==> src/rtl/seven_segment_scanner.sv <==
// Multiplexed 4-digit seven-segment driver; outputs registered, one clock from inputs to pins.
// No backpressure: the scan free-runs and input changes take effect on the next edge.
module seven_segment_scanner #(
  parameter int PRESCALE = 100000
) (
  input  logic       clk,
  input  logic       reset,
  input  logic [3:0] digit_0,
  input  logic [3:0] digit_1,
  input  logic [3:0] digit_2,
  input  logic [3:0] digit_3,
  input  logic [3:0] digit_en,
  input  logic [3:0] dp_in,
  output logic [6:0] seg,
  output logic       dp,
  output logic [3:0] an,
  output logic       scan_tick
);

  localparam int CW = (PRESCALE > 1) ? $clog2(PRESCALE) : 1;
  localparam logic [CW-1:0] CNT_LAST = CW'(PRESCALE - 1);

  logic [CW-1:0] cnt;
  logic [1:0]    idx;
  logic          wrap;
  logic [3:0]    nib;
  logic          sel_en;
  logic          sel_dp;
  logic [6:0]    seg_dec;
  logic [6:0]    seg_nxt;
  logic [3:0]    an_nxt;
  logic          dp_nxt;

  assign wrap = (cnt == CNT_LAST);

  always_comb begin
    nib    = digit_0;
    sel_en = digit_en[idx];
    sel_dp = dp_in[idx];
    case (idx)
      2'd0: nib = digit_0;
      2'd1: nib = digit_1;
      2'd2: nib = digit_2;
      2'd3: nib = digit_3;
      default: nib = digit_0;
    endcase
  end

  // Active-low gfedcba glyphs for hex 0..F
  always_comb begin
    seg_dec = 7'b1111111;
    case (nib)
      4'h0: seg_dec = 7'b1000000;
      4'h1: seg_dec = 7'b1111001;
      4'h2: seg_dec = 7'b0100100;
      4'h3: seg_dec = 7'b0110000;
      4'h4: seg_dec = 7'b0011001;
      4'h5: seg_dec = 7'b0010010;
      4'h6: seg_dec = 7'b0000010;
      4'h7: seg_dec = 7'b1111000;
      4'h8: seg_dec = 7'b0000000;
      4'h9: seg_dec = 7'b0010000;
      4'hA: seg_dec = 7'b0001000;
      4'hB: seg_dec = 7'b0000011;
      4'hC: seg_dec = 7'b1000110;
      4'hD: seg_dec = 7'b0100001;
      4'hE: seg_dec = 7'b0000110;
      4'hF: seg_dec = 7'b0001110;
      default: seg_dec = 7'b1111111;
    endcase
  end

  always_comb begin
    an_nxt  = 4'b1111;
    seg_nxt = 7'b1111111;
    dp_nxt  = 1'b1;
    if (sel_en) begin
      an_nxt  = ~(4'b0001 << idx);
      seg_nxt = seg_dec;
      dp_nxt  = ~sel_dp;
    end
  end

  // Anodes come from a single registered idx, so at most one is ever low
  always_ff @(posedge clk or posedge reset) begin
    if (reset) begin
      cnt       <= '0;
      idx       <= 2'd0;
      scan_tick <= 1'b0;
      an        <= 4'b1111;
      seg       <= 7'b1111111;
      dp        <= 1'b1;
    end else begin
      scan_tick <= wrap;
      cnt       <= wrap ? '0 : cnt + 1'b1;
      if (wrap)
        idx <= idx + 2'd1;
      an  <= an_nxt;
      seg <= seg_nxt;
      dp  <= dp_nxt;
    end
  end

endmodule

==> config.mk <==
export PLATFORM = sky130hd
export DESIGN_NAME = seven_segment_scanner
export DESIGN_NICKNAME = d
export VERILOG_FILES = /design/src/rtl/seven_segment_scanner.sv
export SDC_FILE = /design/constraint.sdc
export NUM_CORES = 1
export LEC_CHECK = 0
export BUFFER_PORTS_ARGS = -buffer_cell sky130_fd_sc_hd__buf_2
export CAP_MARGIN = 25
export CORE_UTILIZATION = 28
export DETAILED_ROUTE_END_ITERATION = 12
export GPL_ROUTABILITY_DRIVEN = 0
export HOLD_SLACK_MARGIN = 0.12
export MAX_ROUTING_LAYER = met4
export PLACE_DENSITY = 0.59
export SETUP_SLACK_MARGIN = 0.4
export SYNTH_ARGS = -nofsm -noshare
export SYNTH_HDL_FRONTEND = slang
export SYNTH_SLANG_ARGS = --single-unit
==> constraint.sdc <==
create_clock -name clk -period 2.1 [get_ports clk]
set_input_delay 0.21 -clock clk [delete_from_list [all_inputs] [get_ports clk]]
set_output_delay 0.21 -clock clk [all_outputs]
set_load 0.02 [all_outputs]
==> flow_summary_export.csv, run 1 <==
group,metric,value,unit
timing,fmax,0.502,GHz
setup_path,crit_chain,"buf_12 > ha_4 > a222oi_1 > mux2i_4 > inv_2 > ha_4 > o21ai_1 > o221ai_1",
floorplanning,ios,39,
cts,cts-root-buf,"clkbuf_8",
synthesis,seq_area_frac_synth,47.5,%
setup_path,startpoint,"idx[1]$_DFFE_PP0P_",
job,cap_violations,0,
cts,cts_tree,"done",
cells_and_area,layout_commonest_cell,"buf_2",
setup_path,r2r_slack,110,ps
place,dp_worst_setup_slack,86.7,ps
synthesis,yosysTopAreaCellShare,29.1,%
synthesis,async_flop_share,100,%
synthesis,ys_ff_latch,32,
synthesis,synth_nets,198,
drt,vias,1438,
setup_path,slowest_delay,470,ps
timing,period_needed,1990,ps
synthesis,synth-edff-count,0,
synthesis,synth_area_leaders,"dfrtp_1, dfstp_2, ha_1",
synthesis,synthCells,161,
drt,drc,0,
cts,clock-sinks,32,
timing,worstMarginPinSlew,463,ps
cells_and_area,multi_input_area,962,µm²
floorplanning,fp.dieW,80.4,µm
cells_and_area,drive_gt1_share,51.3,%
cts,path_clk_slew,70,ps
setup_path,cp_max_fo,5,
setup_path,cpMostUsedCell,"ha_4",
power_and_ir_drop,power_density,536,mW/mm²
timing,setup-violations-final,0,
drt,final_antenna_net_count,0,
synthesis,netlist_area,0.00172,mm²
setup_path,critPathTopFamily,"compound AO/OA/AOI/OAI gates",
min_path,hold_path_class,"input pin to flip-flop",
outcome,status,"finished clean",
synthesis,synth.distinct_cells,39,
cells_and_area,fillers,570,
grt,grt_pass1_vias,1305,
drt,first_iter_violations,117,
cts,clk_latency,280,ps
timing,hold_violations,0,
drt,vias_per_cell,4.75,
setup_path,r2r.worst_path.cells,8,
setup_path,worstPathArrival,2170,ps
cells_and_area,area_growth,42.6,%
synthesis,synth_top_cell_by_area,"dfrtp_1",
place,dp_hpwl,2570,µm
setup_path,critPathSlowestCell,"dfrtp_2",
cells_and_area,layout.cells.non_filler,303,
timing,maxSlewViolCount,0,
floorplanning,core,0.00592,mm²
cells_and_area,utilization,41.4,%
grt,grt_pass1_wl,5990,µm
timing,rsz0062_at_grt,"yes",
floorplanning,fp-row-count,28,
cells_and_area,regArea,820,µm²
setup_path,path_depth,8,
grt,grt_max_degree,33,
drt,wire_per_inst,13.1,µm
synthesis,syn_area_per_cell,10.7,µm²
timing,max_slew_margin,69.2,%
place,io_buffers,38,
place,dpl.cell_count,273,
setup_path,worstReg2RegEnd,"seg[1]$_DFF_PP1_",
timing,skew,7.35,ps
cells_and_area,fin_nets,264,
setup_path,criticalPathCategory,"flip-flop to flip-flop",
floorplanning,initial_core_util,29.0,%
cells_and_area,final_cell_mix,"buf_2, buf_4, dfrtp_1, dfstp_2",
floorplanning,fp.dieH,80.4,µm
timing,fin_crit_sh,94.8,%
setup_path,r2r_start,"idx[1]$_DFFE_PP0P_",
cts,htree_levels,2,
synthesis,synthFlopType,"dfrtp_1",
synthesis,yosys_warnings,0,
cts,cts_inserted_buffers,5,
timing,worst_slack,109,ps
power_and_ir_drop,peakVddDrop,0.280,mV
timing,hold_slack,269,ps
grt,grt_use_total,12.6,%
drt,drt_wl_total,3960,µm
grt,grt_antenna_before_repair,0,
setup_path,cp-start-kind,"flip-flop",
cts,clockBufferDepth,2,
drt,first_pass_iters,4,
setup_path,critPathBufInv,2,
setup_path,crit_required,2280,ps
setup_path,end_kind,"flip-flop",
grt,grt_overflow_total,0,
setup_path,critical_path.endpoint,"seg[1]$_DFF_PP1_",
floorplanning,dieArea,0.00646,mm²
cells_and_area,n_antenna_cell,0,
power_and_ir_drop,p_leak,1.11,nW
==> through the flow <==
step	setup TNS [ps]	cell area (µm²)	total power, mW
after floorplan	0	1820	0.729
after global placement	0	2100	0.781
after detailed placement	0	2100	0.780
after CTS	0	2300	1.32
after global routing	-9.63	2450	1.37
final	0	2450	1.31
==> synth_stat cells (3+ instances only) <==
cell,count
dfrtp_1,20
inv_1,11
buf_2,3
nand4_1,4
xor2_1,7
o21ai_0,5
ha_1,11
xnor2_1,8
nand2_1,11
nand3_1,10
dfstp_2,12
nor2_1,12
o221ai_1,4
a21oi_1,7
and2_1,4
==> worst min-delay path, cell delays in order <==
cell     delay [ps]
buf_2            70
mux4_2          220
nand2_1          50
==> power by group <==
part	switching [mW]	internal [mW]
clock	0.228	0.304
sequential	0.00274	0.638
combinational	0.0809	0.0617
total	0.311	1.00
==> per-layer routing <==
layer / vias up / global-route usage, % / part of all wire (%)
met5: - / - / 0
met1: 705 / 16.4 / 46
met3: 6 / 3.18 / 3.8
met4: 0 / 4.29 / 1.4
li1: 695 / - / -
met2: 32 / 18.9 / 49
==> timing repair <==
item | in CTS | in global routing
setup buffers | 9 | 12
setup endpoints to repair | 15 | 16
hold endpoints to repair | 20 | 0
gates resized for setup | 1 | 16
hold buffers | 1 | 0
pin swaps | 5 | 9
==> how the worst min path moves through the flow <==
stage / from / end / slack [ps] / depth (start not counted)
final: dp_in[3] / dp$_DFF_PP1_ / 270 / 3
after detailed placement: reset / cnt[8]$_DFF_PP0_ / 320 / 3
after floorplan: reset / cnt[0]$_DFF_PP0_ / 320 / 1
after CTS: dp_in[3] / dp$_DFF_PP1_ / 270 / 3
after global routing: dp_in[1] / dp$_DFF_PP1_ / 290 / 3
after global placement: reset / cnt[9]$_DFF_PP0_ / 320 / 3
==> kinds of logic (layout without fill, tap and decap cells) <==
group                      Yosys count  after routing  share of synthesized area [%]
AOI/OAI and AO/OA                   25             25                           9.68
and+or+nand+nor                     56             56                           18.4
buffers and inverters               17             84                           4.37
DFF                                 32             32                           47.5
muxes                                5              5                           4.44
adders and majority gates           11             11                           8.01
xor gates and xnor gates            15             15                           7.64
==> flip-flops by register name, indices dropped and copies added, names as in the netlist <==
signal and cells:
dp 1, scan_tick 1, an 4, idx 2, seg 7, cnt 17
==> cell type report <==
cell class              instances  share of cell area [%]
inverters                      11                    1.89
flip-flops and latches         32                    33.4
well taps                      75                    3.83
repair buffers                 65                    17.4
clock inverters                 1                   0.204
multi-input cells             112                    39.2
clock buffers                   7                    3.98
No activity file was read; power rests on OpenSTA's default activity.
==> run 2, diff against run 1 <==
- GPL_TIMING_DRIVEN: not set -> 0
==> run 2 against run 1 <==
  * Clock skew grew 1.4 ps
  * Sequential cell count is the same
  * Final cell count shrank 1.3%
  * Worst setup slack lost 6.2 ps
  * Sequential power is essentially flat
  * Fmax shrank 0.31%
==> flow_summary_export.csv, run 2 (synthesis gave the netlist of run 1 again) <==
group,metric,value,unit
setup_path,cp-start-kind,"flip-flop",
cells_and_area,fin_area,0.00244,mm²
place,placed_cell_area,0.00213,mm²
grt,grtUsageMet1,18.8,%
setup_path,slowest_delay,460,ps
timing,max_slew_margin,68.1,%
cells_and_area,fin_nets,260,
setup_path,criticalPathCategory,"flip-flop to flip-flop",
cells_and_area,reg_top3,"cnt (17), seg (7), an (4)",
cts,hold_buffers,0,
floorplanning,initial_core_util,29.0,%
setup_path,end_kind,"flip-flop",
grt,grt_pass1_vias,1273,
grt,busiest_layer,"met1",
min_path,hold_path_class,"input pin to asynchronous set/reset pin",
cts,cts-root-buf,"clkbuf_8",
power_and_ir_drop,p_leak,1.07,nW
timing,worstMarginPinSlew,479,ps
place,dp_hpwl,2740,µm
cts,clock-sinks,32,
floorplanning,fp-row-count,28,
cells_and_area,layout_commonest_cell,"buf_2",
grt,grt_use_met2,17.8,%
timing,rsz0062_at_grt,"yes",
drt,vias_per_cell,4.56,
cells_and_area,largest_register_ffs,17,
setup_path,critPathSlowestCell,"dfrtp_2",
cts,htree_levels,2,
cells_and_area,utilization,41.3,%
drt,final_antenna_net_count,0,
grt,grt_overflow_total,0,
drt,wire_per_inst,12.9,µm
timing,hold_violations,0,
setup_path,cpMostUsedCell,"inv_2",
timing,fin_crit_sh,95.1,%
timing,fmax,0.501,GHz
power_and_ir_drop,power_density,527,mW/mm²
power_and_ir_drop,p_total,1.29,mW
cts,clockBufferDepth,2,
grt,grt_use_total,13.3,%
drt,vias,1364,
timing,skew,8.74,ps
cts,cts_tree,"done",
job,cap_violations,0,
floorplanning,dieArea,0.00646,mm²
setup_path,worstPathArrival,2190,ps
drt,drc,0,
cts,cts_inserted_buffers,5,
timing,setup_tns,0,ps
drt,drt_wl_total,3870,µm
cells_and_area,area_growth,42.1,%
grt,grt_max_degree,24,
outcome,status,"finished clean",
setup_path,r2r_slack,100,ps
cells_and_area,final_cell_mix,"buf_2, buf_4, dfrtp_1, dfstp_2, nand2_1",
floorplanning,core,0.00592,mm²
cts,clk_latency,290,ps
cells_and_area,layout.cells.non_filler,299,
grt,grt_antenna_before_repair,0,
setup_path,crit_required,2290,ps
timing,period_needed,2000,ps
timing,maxSlewViolCount,0,
cts,path_clk_slew,70,ps
cells_and_area,n_antenna_cell,0,
floorplanning,ios,39,
grt,grt_pass1_wl,6180,µm
cells_and_area,largest-register,"cnt",
timing,setup-violations-final,0,
place,dpl.cell_count,275,
setup_path,worstReg2RegEnd,"seg[5]$_DFF_PP1_",
setup_path,r2r_start,"idx[0]$_DFFE_PP0P_",
drt,first_pass_iters,4,
setup_path,crit_chain,"inv_4 > ha_4 > a22oi_1 > nand2_1 > mux2i_4 > inv_2 > ha_2 > inv_2 > nor2_2 > a21oi_1 > o221ai_1",
place,io_buffers,38,
grt,met3_usage,3.18,%
power_and_ir_drop,peakVddDrop,0.236,mV
drt,first_iter_violations,97,
setup_path,r2r.worst_path.cells,11,
floorplanning,fp.dieW,80.4,µm
setup_path,cp_max_fo,5,
cells_and_area,drive_gt1_share,54.0,%
floorplanning,fp.dieH,80.4,µm
-- run 2: layer usage --
metal,routed length [µm],up-vias
met5,0,-
met1,1980,637
met2,1670,33
met4,85,0
li1,-,689
met3,136,5
-- run 2: critical path: cells and delay by family (launching register included) --
kind,cells,cell delay (ps)
fa+ha+maj,2,390
simple gates,2,170
compound gates,3,430
buf+inv,3,260
flops,1,460
mux,1,200
-- run 2: area by class of cell --
cell class	instances	area [µm²]
plain buffers	6	52.6
clock buffers	6	82.6
clock inverters	2	10.0
fillers	576	3480
inverters	11	46.3
multi-input cells	112	997
flip-flops and latches	32	820
well taps	75	93.8
repair buffers	55	342
-- run 2: worst max path at each step --
stage,slack (ps),from,cells past startpoint,end
floorplan,240,idx[1]$_DFFE_PP0P_,9,seg[3]$_DFF_PP1_
global placement,40,idx[0]$_DFFE_PP0P_,11,seg[5]$_DFF_PP1_
detailed placement,20,idx[0]$_DFFE_PP0P_,11,seg[5]$_DFF_PP1_
CTS,130,idx[1]$_DFFE_PP0P_,8,seg[5]$_DFF_PP1_
global route,-20,idx[1]$_DFFE_PP0P_,8,seg[4]$_DFF_PP1_
finish,100,idx[0]$_DFFE_PP0P_,11,seg[5]$_DFF_PP1_
-- run 2: power by group --
group / internal [mW] / switching (mW) / total, mW
registers: 0.638 / 0.00316 / 0.641
clock network: 0.261 / 0.234 / 0.496
logic: 0.0657 / 0.0846 / 0.150
-- run 2: repair_timing --
item,4_1_cts,5_1_grt
cloned,0,1
buffers inserted,11,4
endpoints found under the hold margin,0,0
gates resized for setup,9,25
pin swaps,6,11
setup endpoints to repair,9,23
-- run 2: metrics by stage --
| stage | hold WS, ps | worst slack, ps |
|---|---|---|
| after floorplan | 317 | 242 |
| after global placement | 443 | 44.8 |
| after detailed placement | 451 | 20.0 |
| after CTS | 264 | 134 |
| after global routing | 279 | -17.9 |
| final | 245 | 103 |
==> run 3, diff against run 2 <==
- REMOVE_ABC_BUFFERS: not set -> 1
==> run 3 against run 2 <==
  * Global-route usage is 0.15 points higher
  * Total power is 12% higher
  * Fmax is 2.3% lower
  * Non-clock buffer count is 2 higher
  * Critical path depth is 2 lower
  * Sequential cell count stayed put
  * Utilization is 2.0 points higher
  * Combinational power is 5% higher
  * Clock skew is 4.0 ps lower
  * Sequential share of layout area is 1.5 points lower
  * Die area stayed put
  * Sequential power hardly changed
  * Largest power group unchanged
==> flow_summary_export.csv, run 3 (synthesis gave the netlist of run 1 again) <==
group,metric,value,unit
drt,drc,0,
min_path,min_path_cells,3,
cells_and_area,final_cell_mix,"buf_2, buf_4, dfrtp_1, dfstp_2, nand3_1",
floorplanning,fp-row-count,28,
timing,hold_violations,0,
setup_path,criticalPathCategory,"flip-flop to flip-flop",
cts,clockBufferDepth,2,
cells_and_area,reg_top3,"cnt (17), seg (7), an (4)",
outcome,status,"finished clean",
cts,clk_latency,280,ps
cts,htree_levels,2,
timing,period_needed,2040,ps
timing,hold_slack,260,ps
floorplanning,core,0.00592,mm²
place,dp_hpwl,2440,µm
cells_and_area,area_growth,48.9,%
cells_and_area,drive_gt1_share,56.2,%
cts,cts_tree,"done",
cells_and_area,n_antenna_cell,0,
job,cap_violations,0,
setup_path,end_kind,"flip-flop",
drt,first_pass_iters,4,
timing,rsz0062_at_grt,"yes",
timing,fin_crit_sh,97.3,%
timing,setup_tns,0,ps
cells_and_area,largest-register,"cnt",
setup_path,slowest_delay,490,ps
power_and_ir_drop,peakVddDrop,0.233,mV
timing,fmax,0.489,GHz
grt,grt_pass1_wl,6510,µm
floorplanning,fp.dieH,80.4,µm
timing,maxSlewViolCount,0,
grt,grt_pass1_vias,1430,
setup_path,crit_chain,"ha_4 > a222oi_1 > mux2i_2 > buf_4 > ha_4 > inv_4 > nor2_4 > a21oi_2 > o221ai_2",
power_and_ir_drop,p_leak,1.11,nW
setup_path,cpMostUsedCell,"ha_4",
setup_path,critPathSlowestCell,"dfrtp_2",
cts,cts_inserted_buffers,5,
cells_and_area,largest_register_ffs,17,
timing,worstMarginPinSlew,449,ps
setup_path,worstPathArrival,2230,ps
drt,final_antenna_net_count,0,
cts,cts-root-buf,"clkbuf_8",
place,placed_cell_area,0.00200,mm²
floorplanning,dieArea,0.00646,mm²
power_and_ir_drop,p_total,1.44,mW
setup_path,r2r.worst_path.cells,9,
floorplanning,initial_core_util,29.0,%
setup_path,cp-start-kind,"flip-flop",
grt,grt_overflow_total,0,
cells_and_area,fin_area,0.00256,mm²
cts,path_clk_slew,60,ps
cells_and_area,layout_commonest_cell,"buf_2",
drt,first_iter_violations,74,
timing,skew,4.78,ps
place,dp_worst_setup_slack,-339,ps
grt,grt_use_total,13.5,%
timing,max_slew_margin,70.0,%
power_and_ir_drop,power_density,561,mW/mm²
min_path,worstHoldStart,"dp_in[3]",
drt,vias,1447,
timing,setup-violations-final,0,
grt,grt_max_degree,24,
grt,grt_antenna_before_repair,0,
min_path,hold_path_class,"input pin to flip-flop",
place,io_buffers,38,
timing,worst_slack,56.6,ps
drt,drt_wl_total,3890,µm
floorplanning,fp.dieW,80.4,µm
drt,wire_per_inst,12.9,µm
setup_path,cp_max_fo,5,
cts,clock-sinks,32,
setup_path,r2r_start,"idx[0]$_DFFE_PP0P_",
cells_and_area,fin_nets,262,
setup_path,startpoint,"idx[0]$_DFFE_PP0P_",
setup_path,crit_required,2290,ps
drt,vias_per_cell,4.81,
floorplanning,ios,39,
-- run 3: stage by stage --
step	instances	utilization, %
final	301	43.2
after CTS	294	40.1
after global routing	301	43.2
after detailed placement	269	33.7
after global placement	268	33.3
after floorplan	155	-
-- run 3: final cells by class --
class                           instances  area (µm²)
Fill cell                             556        3360
Multi-Input combinational cell        112        1050
Sequential cell                        32         820
Timing Repair Buffer                   63         424
Clock buffer                            7        96.3
Tap cell                               75        93.8
Inverter                               11        46.3
Clock inverter                          1        30.0
-- run 3: report_power, final --
part	total (mW)	switching [mW]	leakage (nW)	internal (mW)
clock	0.636	0.218	0.0645	0.418
sequential	0.642	0.00317	0.386	0.638
combinational	0.158	0.0878	0.654	0.0702
-- run 3: final timing paths --
check	slack [ps]	to
setup / recovery	60	seg[5]$_DFF_PP1_
hold / removal	260	dp$_DFF_PP1_
setup reg to reg	60	seg[5]$_DFF_PP1_
hold reg to reg	480	cnt[16]$_DFF_PP0_
max in group asynchronous	1100	dp$_DFF_PP1_
min in group asynchronous	470	scan_tick$_DFF_PP0_
-- run 3: critical path: cells and delay by family (launching register included) --
| kind | cells | cell delay (ps) |
|---|---|---|
| buffers and inverters | 2 | 250 |
| muxes | 1 | 150 |
| and+or+nand+nor | 1 | 40 |
| AOI/OAI and AO/OA | 3 | 650 |
| adders and majority gates | 2 | 370 |
| DFF | 1 | 490 |
-- run 3: routing by layer --
layer  vias to the layer above  global-route usage (%)  share of wire (%)
li1                        688                       -                  -
met1                       717                    15.6                 43
met2                        37                    22.5                 51
met3                         5                    3.75                4.3
met4                         0                    4.29                1.5
met5                         -                       -                  0
-- run 3: what timing repair did --
| action | in CTS | in global routing |
|---|---|---|
| hold buffers | 1 | 0 |
| pin swaps | 8 | 13 |
| setup buffers | 16 | 7 |
| setup endpoints to repair | 18 | 15 |
| gates resized for setup | 29 | 32 |
| hold endpoints to repair | 9 | 0 |
